--- src/rtl/ls259_ctrl_pkg.sv ---
// Shared types and widths for the LS259 write controller.
package ls259_ctrl_pkg;

    localparam int unsigned CNT_W       = 4;
    localparam int unsigned LATCH_SEL_W = 3;

    typedef enum logic [2:0] {
        CLEAR,
        IDLE,
        SETTLE,
        STROBE,
        HOLD
    } state_e;

endpackage

--- src/rtl/ls259_wr_ctrl.sv ---
// CPU-bus write controller for a 74LS259 addressable latch: window decode,
// stability filter, single-cycle enable strobe, post-reset clear and a shadow copy.
module ls259_wr_ctrl
    import ls259_ctrl_pkg::*;
#(
    parameter int unsigned          ADDR_W     = 16,
    parameter logic [ADDR_W-1:0]    BASE_ADDR  = 16'hA000,
    parameter int unsigned          SETTLE     = 2,
    parameter int unsigned          CLR_CYCLES = 4
) (
    input  logic                   clk,
    input  logic                   rst_b,
    input  logic [ADDR_W-1:0]      cpu_addr,
    input  logic [7:0]             cpu_data,
    input  logic                   cpu_wr_b,
    output logic [LATCH_SEL_W-1:0] S,
    output logic                   D,
    output logic                   En_b,
    output logic                   clr_b,
    output logic [7:0]             shadow,
    output logic                   busy
);

    localparam logic [CNT_W-1:0] SETTLE_LOAD = CNT_W'(SETTLE - 1);
    localparam logic [CNT_W-1:0] CLR_LOAD    = CNT_W'(CLR_CYCLES - 1);

    state_e                 state_q, state_d;
    logic [CNT_W-1:0]       cnt_q, cnt_d;
    logic [LATCH_SEL_W-1:0] s_q, s_d;
    logic                   d_q, d_d;
    logic                   en_b_q, en_b_d;
    logic                   clr_b_q, clr_b_d;
    logic [7:0]             shadow_q, shadow_d;
    logic                   busy_q, busy_d;

    logic match;
    logic bus_changed;

    assign match       = !cpu_wr_b && (cpu_addr[ADDR_W-1:3] == BASE_ADDR[ADDR_W-1:3]);
    assign bus_changed = (cpu_addr[2:0] != s_q) || (cpu_data[0] != d_q);

    always_ff @(posedge clk or negedge rst_b) begin
        if (!rst_b) begin
            state_q  <= ls259_ctrl_pkg::CLEAR;
            cnt_q    <= CLR_LOAD;
            s_q      <= '0;
            d_q      <= 1'b0;
            en_b_q   <= 1'b1;
            clr_b_q  <= 1'b0;
            shadow_q <= '0;
            busy_q   <= 1'b1;
        end else begin
            state_q  <= state_d;
            cnt_q    <= cnt_d;
            s_q      <= s_d;
            d_q      <= d_d;
            en_b_q   <= en_b_d;
            clr_b_q  <= clr_b_d;
            shadow_q <= shadow_d;
            busy_q   <= busy_d;
        end
    end

    always_comb begin
        state_d  = state_q;
        cnt_d    = cnt_q;
        s_d      = s_q;
        d_d      = d_q;
        en_b_d   = 1'b1;
        clr_b_d  = clr_b_q;
        shadow_d = shadow_q;

        unique case (state_q)
            ls259_ctrl_pkg::CLEAR: begin
                clr_b_d = 1'b0;
                if (cnt_q == '0) begin
                    state_d = ls259_ctrl_pkg::IDLE;
                    clr_b_d = 1'b1;
                end else begin
                    cnt_d = cnt_q - 1'b1;
                end
            end
            ls259_ctrl_pkg::IDLE: begin
                if (match) begin
                    s_d     = cpu_addr[2:0];
                    d_d     = cpu_data[0];
                    cnt_d   = SETTLE_LOAD;
                    state_d = ls259_ctrl_pkg::SETTLE;
                end
            end
            ls259_ctrl_pkg::SETTLE: begin
                // Loss of match is checked before the count so a write that
                // ends on the terminal edge never strobes.
                if (!match) begin
                    state_d = ls259_ctrl_pkg::IDLE;
                end else if (bus_changed) begin
                    s_d   = cpu_addr[2:0];
                    d_d   = cpu_data[0];
                    cnt_d = SETTLE_LOAD;
                end else if (cnt_q == '0) begin
                    state_d = ls259_ctrl_pkg::STROBE;
                    en_b_d  = 1'b0;
                end else begin
                    cnt_d = cnt_q - 1'b1;
                end
            end
            ls259_ctrl_pkg::STROBE: begin
                shadow_d[s_q] = d_q;
                state_d       = ls259_ctrl_pkg::HOLD;
            end
            ls259_ctrl_pkg::HOLD: begin
                if (cpu_wr_b) begin
                    state_d = ls259_ctrl_pkg::IDLE;
                end
            end
            default: begin
                state_d = ls259_ctrl_pkg::CLEAR;
                cnt_d   = CLR_LOAD;
                clr_b_d = 1'b0;
            end
        endcase

        busy_d = (state_d != ls259_ctrl_pkg::IDLE);
    end

    assign S      = s_q;
    assign D      = d_q;
    assign En_b   = en_b_q;
    assign clr_b  = clr_b_q;
    assign shadow = shadow_q;
    assign busy   = busy_q;

endmodule

--- config.mk ---
export PLATFORM = sky130hd
export DESIGN_NAME = ls259_wr_ctrl
export DESIGN_NICKNAME = d
export VERILOG_FILES = /design/src/rtl/ls259_ctrl_pkg.sv /design/src/rtl/ls259_wr_ctrl.sv
export SDC_FILE = /design/constraint.sdc
export NUM_CORES = 1
export LEC_CHECK = 0
export ABC_AREA = 1
export CORE_MARGIN = 2
export CORE_UTILIZATION = 37
export CTS_CLUSTER_DIAMETER = 200
export CTS_CLUSTER_SIZE = 25
export DETAILED_ROUTE_END_ITERATION = 8
export PLACE_DENSITY_LB_ADDON = 0.05
export SETUP_SLACK_MARGIN = 0.05
export SYNTH_ARGS = -nofsm -noshare
export SYNTH_HDL_FRONTEND = slang
export SYNTH_SLANG_ARGS = --single-unit
--- constraint.sdc ---
create_clock -name clk -period 4.1 [get_ports clk]
set_clock_uncertainty 0.2 [all_clocks]
set_input_delay 0.82 -clock clk [delete_from_list [all_inputs] [get_ports clk]]
set_output_delay 0.82 -clock clk [all_outputs]
set_load 0.02 [all_outputs]
==> results of run 1 <==
-- per-layer routing --
metal / vias up / share of wire [%]
met3: 2 / 4.0
met2: 27 / 51
met1: 571 / 45
li1: 617 / -
met5: - / 0
met4: 0 / 0.68
-- power by group --
| part | leakage, nW | switching [mW] | total (mW) | internal [mW] |
|---|---|---|---|---|
| clock network | 0.0279 | 0.0727 | 0.171 | 0.0988 |
| logic | 0.491 | 0.0468 | 0.0874 | 0.0407 |
| registers | 0.284 | 0.00492 | 0.232 | 0.227 |
| total | 0.802 | 0.124 | 0.491 | 0.366 |
-- metrics by stage --
step	instances	instance area, sq um	util (%)	power [mW]
finish	250	1750	52.1	0.491
global route	250	1750	52.1	0.520
CTS	250	1750	52.1	0.495
detailed placement	246	1700	50.5	0.325
global placement	246	1700	50.5	0.322
floorplan	166	1300	-	0.285
-- flip-flops by register name, indices dropped and copies added (netlist names) --
name,flops
D,1
En_b,1
S,3
busy,1
clr_b,1
cnt_q,4
shadow,8
state_q,3
-- cell usage after synthesis, drive strengths merged --
cell type	count
xor2	1
nand2	45
nand3b	2
dfstp	4
o31ai	1
nor4	1
or2	1
o2111ai	1
ha	1
nand3	10
dfrtp	18
clkinv	1
a21oi	11
nor3	3
nand4	1
inv	25
nor2	21
o21ai	11
a31oi	8
-- worst max-delay path by stage --
stage	start	to	slack, ns	depth (start not counted)
floorplan	cpu_wr_b	S[0]	2.19	7
global placement	cpu_wr_b	S[0]	1.67	8
detailed placement	cpu_wr_b	S[0]	1.64	8
CTS	S[0]	S[0]	1.61	1
global route	S[0]	S[0]	1.57	1
finish	En_b	En_b	1.63	1
-- cell families (layout without fill, tap and decap cells) --
| family | after synthesis | count (layout) | share of synthesized area, % |
|---|---|---|---|
| XOR/XNOR | 1 | 1 | 0.673 |
| AND/OR/NAND/NOR | 84 | 84 | 33.6 |
| AO/OA/AOI/OAI | 32 | 32 | 14.4 |
| adder cells (fa/ha/maj) | 1 | 1 | 0.961 |
| flip-flops | 22 | 22 | 42.7 |
| buffers and inverters | 26 | 64 | 7.69 |
-- cell type report --
| cell class | count | area [sq um] |
|---|---|---|
| clock inverter | 1 | 30.0 |
| clock buffer | 3 | 22.5 |
| multi-input combinational | 118 | 646 |
| inverter | 26 | 100 |
| fill | 350 | 1610 |
| tap | 46 | 57.6 |
| timing repair buffer | 34 | 340 |
| sequential | 22 | 556 |
==> metrics.md, run 1 <==
| Metric | Value |
|---|---|
| Status | `complete, no violations` |
| Commonest non-fill, non-tap cell in the layout | `nand2_1` |
| Leading area contributor after synthesis | `dfrtp_1` |
| Post-CTS Setup Inserts | `0` |
| Sequential share of the synthesized area | `42.7%` |
| Routed vias | `1217` |
| Slew Viols, Final | `0` |
| CTS Buffer Depth | `2` |
| Final setup TNS | `0 ns` |
| Min cycle time layout | `2.47 ns` |
| DP HPWL | `2220 um` |
| Hold WC Path Type | `reg -> reg` |
| Final setup margin | `1.63 ns` |
| Unrepaired setup endpoints after global routing | `false` |
| WP data required | `3.08 ns` |
| DRT Pass-1 Iters | `4` |
| Top cells by area, synth | `dfrtp_1, nand2_1, dfstp_2, inv_1, nor2_4` |
| Area grow syn2layout | `34.6%` |
| Final ANT Viol Nets | `0` |
| Number of synthesized register bits | `22` |
| Dpl ws | `1.64 ns` |
| CP Class | `reg -> out` |
| Post-Syn Area | `1300 sq um` |
| M1 GR Usage | `19.1%` |
| Initial DRC count | `59` |
| Final net count | `233` |
| Crit share post-route | `60.3%` |
| Total wire length | `2790 um` |
| Initial antenna violation count | `0` |
| Hold path depth | `2` |
| TritonCTS clock tree | `yes` |
| # clock sinks | `22` |
| CP max FO | `1` |
| Fmax | `0.405 GHz` |
| Slew HR | `31.8%` |
| Worst VDD drop | `161 uV` |
| Gpl congestion | `0.767` |
| Hold_buf cts | `0` |
| Worst reg2reg startpoint | `cnt_q[0]` |
| Leak | `0.802 nW` |
| Mapped Nets | `194` |
| CTS Buf Count | `3` |
| Least-Margin Pin Slew | `1.02 ns` |
| R2R Path End | `busy` |
| Cell chain of the critical path | `clkdlybuf4s50_1` |
| Met2 Usage GRT | `28.5%` |
| Grt ovf | `0` |
| Pwr Density | `280 nW/um^2` |
| Root buffer cell | `clkbuf_4` |
| R2r setup slk | `2.26 ns` |
| Delay-heaviest family, CP | `buffers and inverters` |
| Crit. End Element | `output pin` |
| Final Hold Vio Count | `0` |
| Cell Rows | `21` |
| Critical Path Max Stage Delay | `0.59 ns` |
| Antenna diodes | `0` |
| Total of max-cap violations | `0` |
| Syn Area/Cell | `7.84 sq um` |
| Critical path launch point type | `flip-flop` |
| Vias in the first global route | `1184` |
| H-Tree Depth | `1` |
| GRT Util Overall | `15.8%` |
| Cts repair resizes | `0` |
| Initial Util | `38.7%` |
| Wirelength per Cell | `11.2 um` |
| Die height | `63.3 um` |
| Hold WS | `0.290 ns` |
| Drt drc | `0` |
| Worst Path Buf+Inv | `1` |
| Clock Pin Slew Worst Setup and Hold Paths | `0.14 ns` |
| Most frequent cells in the layout | `nand2_1, clkdlybuf4s50_1, inv_1` |
| Busiest grt layer | `met2` |
| Skew-Pair Late Insertion Delay | `0.32 ns` |
| GRT met3 Usage | `2.68%` |
| IO Port Bufs | `34` |
| Critical Path AT | `1.45 ns` |
| R2R cell count | `9` |
| Die Area | `4010 sq um` |
| Io pins | `42` |
| Largest net degree at the start of global routing | `23` |
| Share of the synthesized area in the top cell type | `34.6%` |
| CORE AREA | `3360 sq um` |
| Die span in x | `63.3 um` |
| Vias per cell | `4.87` |
| Synthesis warning total | `0` |
| Hold EP | `cnt_q[0]` |
| Mapped Cells | `166` |
| Worst Hold Launch | `cnt_q[0]` |
| First-pass GRT wire length | `5110 um` |
| Setup-failing EPs final | `0` |
| Synth cell types | `28` |
| Layout cells sized above 1 | `16.2%` |
| Slowest stage cell, crit path | `clkdlybuf4s50_1` |
Note: power is estimated with default switching activity, not from simulation.
==> run 2: changes to the inputs <==
- clock period: 4.1 -> 2 ns (I/O delays scaled with it)
==> metrics.md, run 2 (synthesis results as in run 1) <==
| Metric | Value |
|---|---|
| Status | `complete, no violations (unchanged)` |
| Total of max-cap violations | `0 (unchanged)` |
| Final Hold Vio Count | `0 (unchanged)` |
| Io pins | `42 (unchanged)` |
| H-Tree Depth | `1 (unchanged)` |
| WP data required | `1.40 ns (was 3.08 ns)` |
| Routed vias | `1198 (was 1217)` |
| Die Area | `4010 sq um (unchanged)` |
| CP max FO | `2 (was 1)` |
| CTS Buf Count | `3 (unchanged)` |
| Skew-Pair Late Insertion Delay | `0.30 ns (was 0.32 ns)` |
| Total wire length | `2770 um (was 2790 um)` |
| Antenna diodes | `0 (unchanged)` |
| Initial antenna violation count | `0 (unchanged)` |
| Hold_buf cts | `0 (unchanged)` |
| Vias in the first global route | `1164 (was 1184)` |
| Initial Util | `38.7% (unchanged)` |
| Hold WC Path Type | `in -> async (was reg -> reg)` |
| Critical path launch point type | `flip-flop (unchanged)` |
| Cell chain of the critical path | `clkdlybuf4s50_1 (unchanged)` |
| Vias per cell | `4.75 (was 4.87)` |
| Layout cells sized above 1 | `17.5% (was 16.2%)` |
| Fmax | `0.536 GHz` |
| Delay-heaviest family, CP | `buffers and inverters (unchanged)` |
| IO Port Bufs | `34 (unchanged)` |
| R2r setup slk | `0.24 ns (was 2.26 ns)` |
| R2R cell count | `9 (unchanged)` |
| DRT Pass-1 Iters | `4 (unchanged)` |
| Die span in x | `63.3 um (unchanged)` |
| GRT Util Overall | `15.1% (was 15.8%)` |
| Gpl congestion | `0.793 (was 0.767)` |
| Commonest non-fill, non-tap cell in the layout | `nand2_1 (unchanged)` |
| Final ANT Viol Nets | `0 (unchanged)` |
| Setup-failing EPs final | `0 (unchanged)` |
| CP Class | `reg -> out (unchanged)` |
| Drt drc | `0 (unchanged)` |
| Crit. End Element | `output pin (unchanged)` |
| Unrepaired setup endpoints after global routing | `false (unchanged)` |
| R2R Path End | `busy (unchanged)` |
| First-pass GRT wire length | `4910 um (was 5110 um)` |
| Cell Rows | `21 (unchanged)` |
| Critical Path AT | `1.27 ns (was 1.45 ns)` |
| Clock Pin Slew Worst Setup and Hold Paths | `0.13 ns (was 0.14 ns)` |
| Grt ovf | `0 (unchanged)` |
| Worst reg2reg startpoint | `cnt_q[0] (unchanged)` |
| Tot Pwr | `1.00 mW (was 491 uW)` |
| Worst Setup SP | `shadow[4] (was En_b)` |
| Wirelength per Cell | `11.0 um (was 11.2 um)` |
| Most frequent cells in the layout | `nand2_1, clkdlybuf4s50_1, inv_1 (unchanged)` |
| # clock sinks | `22 (unchanged)` |
| Worst Path Buf+Inv | `1 (unchanged)` |
| Die height | `63.3 um (unchanged)` |
| Critical Path Max Stage Delay | `0.60 ns (was 0.59 ns)` |
| Slew Viols, Final | `0 (unchanged)` |
| Leak | `0.971 nW (was 0.802 nW)` |
| CORE AREA | `3360 sq um (unchanged)` |
| Least-Margin Pin Slew | `0.280 ns (was 1.02 ns)` |
| DP HPWL | `2200 um (was 2220 um)` |
| Area grow syn2layout | `36.9% (was 34.6%)` |
| Slew HR | `81.4% (was 31.8%)` |
| CTS Buffer Depth | `2 (unchanged)` |
| Worst VDD drop | `322 uV (was 161 uV)` |
| Largest net degree at the start of global routing | `23 (unchanged)` |
| Initial DRC count | `71 (was 59)` |
| Final net count | `235 (was 233)` |
| Final setup TNS | `0 ns (unchanged)` |
| Pwr Density | `562 nW/um^2 (was 280 nW/um^2)` |
| Crit share post-route | `93.3%` |
| Root buffer cell | `clkbuf_4 (unchanged)` |
| Largest register FFs | `8 (unchanged)` |
| Slowest stage cell, crit path | `clkdlybuf4s50_1 (unchanged)` |
| Min cycle time layout | `1.87 ns` |
| TritonCTS clock tree | `yes (unchanged)` |
[run 2: cell count changes in the layout (fill, tap and decap cells not counted), sizes merged]
cell and change:
dlygate4sd2 +6, clkdlybuf4s50 -13, dlymetal6s2s +7, buf +2
[run 2: metal layers]
metal	global-route usage [%]	vias up	routed length [um]	part of all wire (%)
li1	-	622	-	-
met1	17.9	557	1210	44
met2	28.2	17	1440	52
met3	2.50	2	92	3.3
met4	4.08	0	19	0.69
met5	0	-	0	0
[run 2: where the power goes]
group	leakage, nW	internal (mW)	switching (mW)	total (mW)
combinational	0.659	0.0888	0.0998	0.189
clock	0.0279	0.202	0.135	0.337
sequential	0.284	0.465	0.00953	0.475
[run 2: timing repair]
item | CTS | global route
buffers inserted | 0 | 0
endpoints found under the setup margin | 6 | 9
resized for setup | 6 | 8
[run 2: how the worst max path moves through the flow]
stage / end / cells past startpoint
finish: shadow[4] / 1
global route: shadow[4] / 1
CTS: shadow[0] / 1
detailed placement: S[0] / 8
global placement: S[0] / 8
floorplan: state_q[0] / 8
[run 2: metrics by stage]
step | util, % | instance area [sq um] | setup WS [ns] | hold WS [ns] | instances
after floorplan | - | 1300 | 0.353 | -0.0956 | 166
after global placement | 51.0 | 1710 | 0.0189 | 0.271 | 248
after detailed placement | 51.0 | 1710 | 0.0125 | 0.271 | 248
after CTS | 52.3 | 1760 | 0.0961 | 0.229 | 252
after global routing | 53.0 | 1780 | 0.0525 | 0.207 | 252
final | 53.0 | 1780 | 0.133 | 0.224 | 252
[run 2: area by class of cell]
type                            count  area, sq um
Clock buffer                        3         22.5
Clock inverter                      1         30.0
Fill cell                         354         1580
Inverter                           26          100
Multi-Input combinational cell    118          651
Sequential cell                    22          556
Tap cell                           46         57.6
Timing Repair Buffer               36          365
